<file path="src/rtl/demux1_4_buf.sv">
// demux1_4_buf -- 1-to-4 demultiplexer with a small FIFO behind each output.
//
// A word presented on in_data/Sel with in_valid is steered into the FIFO of
// channel Sel (0=A, 1=B, 2=C, 3=D) when in_ready is high. Each channel drains
// independently through its own out_valid/out_ready handshake.
//
// Ports:
//   clk        clock, rising edge
//   rst        synchronous active-high reset
//   in_data    [WIDTH] word to route
//   Sel        [2]     destination channel, sampled with in_data
//   in_valid   input word valid
//   in_ready   the channel addressed by Sel has room (combinational on Sel)
//   A_out..D_out [WIDTH] head-of-FIFO word per channel, 0 while empty
//   out_valid  [4]     per-channel head valid
//   out_ready  [4]     per-channel consumer takes the head
//   acc_count  [8]     words accepted since reset, modulo 256

// Per-channel FIFO. Pointers are AW bits wide so they wrap modulo DEPTH
// for free; DEPTH must be a power of two.
module demux1_4_buf_lane #(
  parameter int WIDTH = 4,
  parameter int DEPTH = 2
) (
  input  logic             clk,
  input  logic             rst,
  input  logic             i_push,
  input  logic             i_pop,
  input  logic [WIDTH-1:0] i_data,
  output logic [WIDTH-1:0] o_data,
  output logic             o_valid,
  output logic             o_full
);
  localparam int AW = (DEPTH > 1) ? $clog2(DEPTH) : 1;

  logic [WIDTH-1:0] r_mem [DEPTH];
  logic [AW-1:0]    r_wptr;
  logic [AW-1:0]    r_rptr;
  logic [AW:0]      r_cnt;
  logic             w_wr;
  logic             w_rd;

  assign o_full  = (r_cnt == (AW+1)'(DEPTH));
  assign o_valid = (r_cnt != '0);
  // Empty lane drives 0 so the output is deterministic rather than stale.
  assign o_data  = o_valid ? r_mem[r_rptr] : '0;

  // A full lane refuses a push even when it is popped on the same edge.
  assign w_wr = i_push & ~o_full;
  assign w_rd = i_pop  & o_valid;

  always_ff @(posedge clk) begin
    if (rst) begin
      r_wptr <= '0;
      r_rptr <= '0;
      r_cnt  <= '0;
      for (int k = 0; k < DEPTH; k++) r_mem[k] <= '0;
    end else begin
      if (w_wr) begin
        r_mem[r_wptr] <= i_data;
        r_wptr        <= r_wptr + 1'b1;
      end
      if (w_rd) r_rptr <= r_rptr + 1'b1;
      case ({w_wr, w_rd})
        2'b10:   r_cnt <= r_cnt + 1'b1;
        2'b01:   r_cnt <= r_cnt - 1'b1;
        default: r_cnt <= r_cnt;
      endcase
    end
  end
endmodule

module demux1_4_buf #(
  parameter int WIDTH = 4,
  parameter int DEPTH = 2
) (
  input  logic             clk,
  input  logic             rst,
  input  logic [WIDTH-1:0] in_data,
  input  logic [1:0]       Sel,
  input  logic             in_valid,
  output logic             in_ready,
  output logic [WIDTH-1:0] A_out,
  output logic [WIDTH-1:0] B_out,
  output logic [WIDTH-1:0] C_out,
  output logic [WIDTH-1:0] D_out,
  output logic [3:0]       out_valid,
  input  logic [3:0]       out_ready,
  output logic [7:0]       acc_count
);
  localparam int NUM_LANES = 4;

  logic [NUM_LANES-1:0]            w_push;
  logic [NUM_LANES-1:0]            w_pop;
  logic [NUM_LANES-1:0]            w_full;
  logic [NUM_LANES-1:0]            w_valid;
  logic [NUM_LANES-1:0][WIDTH-1:0] w_head;
  logic                            w_accept;
  logic [7:0]                      r_acc_cnt;

  // Readiness looks only at the addressed lane, so a stalled channel never
  // blocks traffic bound elsewhere.
  assign in_ready = ~w_full[Sel];
  assign w_accept = in_valid & in_ready;

  generate
    for (genvar g = 0; g < NUM_LANES; g++) begin : g_lane
      assign w_push[g] = w_accept & (Sel == 2'(g));
      assign w_pop[g]  = out_ready[g] & w_valid[g];

      demux1_4_buf_lane #(.WIDTH(WIDTH), .DEPTH(DEPTH)) u_lane (
        .clk    (clk),
        .rst    (rst),
        .i_push (w_push[g]),
        .i_pop  (w_pop[g]),
        .i_data (in_data),
        .o_data (w_head[g]),
        .o_valid(w_valid[g]),
        .o_full (w_full[g])
      );
    end
  endgenerate

  always_ff @(posedge clk) begin
    if (rst)           r_acc_cnt <= '0;
    else if (w_accept) r_acc_cnt <= r_acc_cnt + 8'd1;
  end

  assign out_valid = w_valid;
  assign A_out     = w_head[0];
  assign B_out     = w_head[1];
  assign C_out     = w_head[2];
  assign D_out     = w_head[3];
  assign acc_count = r_acc_cnt;
endmodule

</file>
<file path="config.mk">
export PLATFORM = sky130hd
export DESIGN_NAME = demux1_4_buf
export DESIGN_NICKNAME = d
export VERILOG_FILES = /design/src/rtl/demux1_4_buf.sv
export SDC_FILE = /design/constraint.sdc
export NUM_CORES = 1
export LEC_CHECK = 0
export CORE_ASPECT_RATIO = 0.75
export CORE_MARGIN = 2
export CORE_UTILIZATION = 30
export CTS_BUF_LIST = sky130_fd_sc_hd__clkbuf_8
export CTS_CLUSTER_DIAMETER = 40
export DETAILED_ROUTE_END_ITERATION = 12
export MAX_ROUTING_LAYER = met4
export PLACE_DENSITY = 0.58
export SLEW_MARGIN = 20
export SYNTH_ARGS = -nofsm -noshare
export SYNTH_HDL_FRONTEND = slang
export SYNTH_SLANG_ARGS = --single-unit
</file>
<file path="constraint.sdc">
create_clock -name clk -period 3.6 [get_ports clk]
set_input_delay 0.36 -clock clk [delete_from_list [all_inputs] [get_ports clk]]
set_output_delay 0.36 -clock clk [all_outputs]
set_load 0.02 [all_outputs]
</file>
==> impl_metrics.ini <==
[critical_path]
endpoint_kind = output pin
crit_chain = clkdlybuf4s50_1 > mux4_2 > inv_1 > clkdlybuf4s50_1
cp_max_fo = 14
crit_required_ns = 3.24
cp_slowest_cell = mux4_2
critPathLaunchType = primary input
path_class = primary input to output pin
critPathArrivalTime_ns = 2.32
cpPeakStageDelay_ns = 0.67
critPathMostFrequentCell = clkdlybuf4s50_1

[clock_tree]
clockBufferDepth = 2
hold_buffers = 0
post-cts-setup-buffers = 0
cts_resized = 0
cts_made_buffers = 9
clock_insertion_delay_worst_skew_ns = 0.34
root_buffer = clkbuf_8
cts.htree.levels = 3
path_clk_slew_ns = 0.06
clock-sinks = 60
cts_tree = built

[sta]
hold-worst-slack_ns = 0.4886
fin_crit_ns = 2.683
timing.final.ws_setup_ns = 0.9173
maxSlewHeadroom_pct = 54.75
worstMarginPinSlew_ns = 0.6694
final-max-slew-violation-count = 0
fin_worst_skew_ns = 0.003807
fin_crit_sh_pct = 74.52
fmax_mhz = 372.8
tns_ns = 0
setup_viol = 0
finalHoldViolCount = 0
grt_setup_unrepaired = no

[logic_synthesis]
syn_nets = 291
ys_seq_area_share_pct = 54.26
yosys_warnings = 0
syn_area_per_cell_sq_um = 10.27
syn_inst = 273
syn_area_sq_um = 2804
yosysUniqueCellTypes = 29
synth_seq_cells = 60

[final_layout]
num-nets-final = 330
final_core_util_pct = 38.11
num_antenna_cells = 0
final_common_cell = nor2_1
fillers = 944
area_growth_syn_to_layout_pct = 23.47
finalNonFillerCells = 444
seq_area_sq_um = 1521
design_area_sq_um = 3462
final_cell_mix = nor2_1, clkdlybuf4s50_1, edfxtp_1
multi_input_area_sq_um = 1161
drive_gt1_share_pct = 4.430

[power]
power_density_nw_per_um2 = 494.8
irDropWorstVdd_mv = 0.1782
p_total_mw = 1.713
leakagePower_nw = 1.222

[grt]
grt.met3_usage_pct = 5.052
grt_pass1_vias = 1919
antenna_found_initial = 0
grt_max_degree = 40
busiest_layer = met1
grt_pass1_wl_um = 9432
gr-total-overflow = 0
grt_use_met2_pct = 17.17
grt_usage_pct = 12.91
use_met1_pct = 17.54

[detailed_routing]
vias = 1996
final_antenna_net_count = 0
via_per_inst = 4.495
drcViolationCount = 0
first_pass_iters = 4
drt_iter0_markers = 60
drt-total-wl_um = 5709
wl_per_cell_um = 12.86

[die]
start_util_pct = 30.87
coreArea_sq_um = 9084
dieHeight_um = 87.73
die-area_sq_um = 10140
die-width_um = 115.6
io_pins = 42
num_rows = 30

[flow_run]
maxCapViolCount = 0

[min_path]
hold_path_class = flip-flop to flip-flop

[outcome]
run_status = finished clean

[placed_design]
pre_cts_slack_ns = 0.9140
dp.cells = 429
place_congestion = 0.7175
placed_cell_area_sq_um = 3313
dp_hpwl_um = 4202
io_buffer_count = 41
-- final timing paths --
path | start | end | slack, ns | depth (start not counted)
setup / recovery | Sel[0] | in_ready | 0.92 | 4
hold / removal | acc_count[7]$_SDFFE_PP0N_ | acc_count[7]$_SDFFE_PP0N_ | 0.49 | 2
setup reg to reg | g_lane[0].u_lane.r_cnt[0]$_SDFFE_PP0P_ | g_lane[0].u_lane.r_cnt[1]$_SDFFE_PP0P_ | 1.70 | 6
hold reg to reg | acc_count[7]$_SDFFE_PP0N_ | acc_count[7]$_SDFFE_PP0N_ | 0.49 | 2
-- logic make-up after synthesis --
kind of cell	synth area share, %
compound gates	5.801
xor+xnor	4.998
fa+ha+maj	2.231
buf+inv	4.328
flops	54.26
mux	7.273
simple gates	21.11
-- cells in the mapped netlist --
cell type   n  area share, %
dfxtp_1    28             20
and3_1      2           0.45
nor2_1     45            6.0
o31ai_1     1           0.27
xor2_1      4            1.2
nand4_1     6            1.3
edfxtp_1   32             34
xnor2_1    12            3.7
mux2_2      1           0.40
or3_1       9            2.0
mux2i_1    17            6.1
ha_1        5            2.2
and2_1     12            2.7
nand2b_1    5            1.1
nor2b_1    11            2.5
a21o_1      2           0.54
buf_4       4            1.1
nand2_1     3           0.40
nor4b_1     2           0.62
nor3_1     18            3.2
o21bai_1    6            1.6
nand3_1     3           0.54
buf_2       1           0.18
or4_1       1           0.27
inv_1      14            1.9
clkbuf_1    9            1.2
a21oi_1    10            1.8
mux4_2      1           0.80
o21ai_0     9            1.6
-- report_power, final --
group          total, mW  switching (mW)  internal, mW
registers          0.835          0.0552         0.780
clock network      0.475           0.242         0.233
logic              0.403           0.215         0.187
-- flip-flops by register name (all words and copies together), names as in the netlist, named ones only --
| register | count |
|---|---|
| g_lane.u_lane.r_rptr | 4 |
| g_lane.u_lane.r_cnt | 8 |
| g_lane.u_lane.r_mem | 32 |
| acc_count | 8 |
| g_lane.u_lane.r_wptr | 4 |
-- routing by layer --
metal  up-vias  part of all wire (%)
li1       1014                     -
met2        43                    40
met5         -                     0
met3        10                   5.7
met4         0                   1.6
met1       929                    53
-- final cells by class --
type	instances	share of cell area, %
Timing Repair Buffer	42	12.07
Clock inverter	6	0.7228
Multi-Input combinational cell	185	33.54
Inverter	14	1.518
Tap cell	128	4.626
Clock buffer	9	3.578
Sequential cell	60	43.95
-- critical path: cells and delay by family --
| family | cells | cell delay [ns] |
|---|---|---|
| buffers and inverters | 3 | 1.29 |
| multiplexers | 1 | 0.67 |
Note: power is estimated with default switching activity, not from simulation.
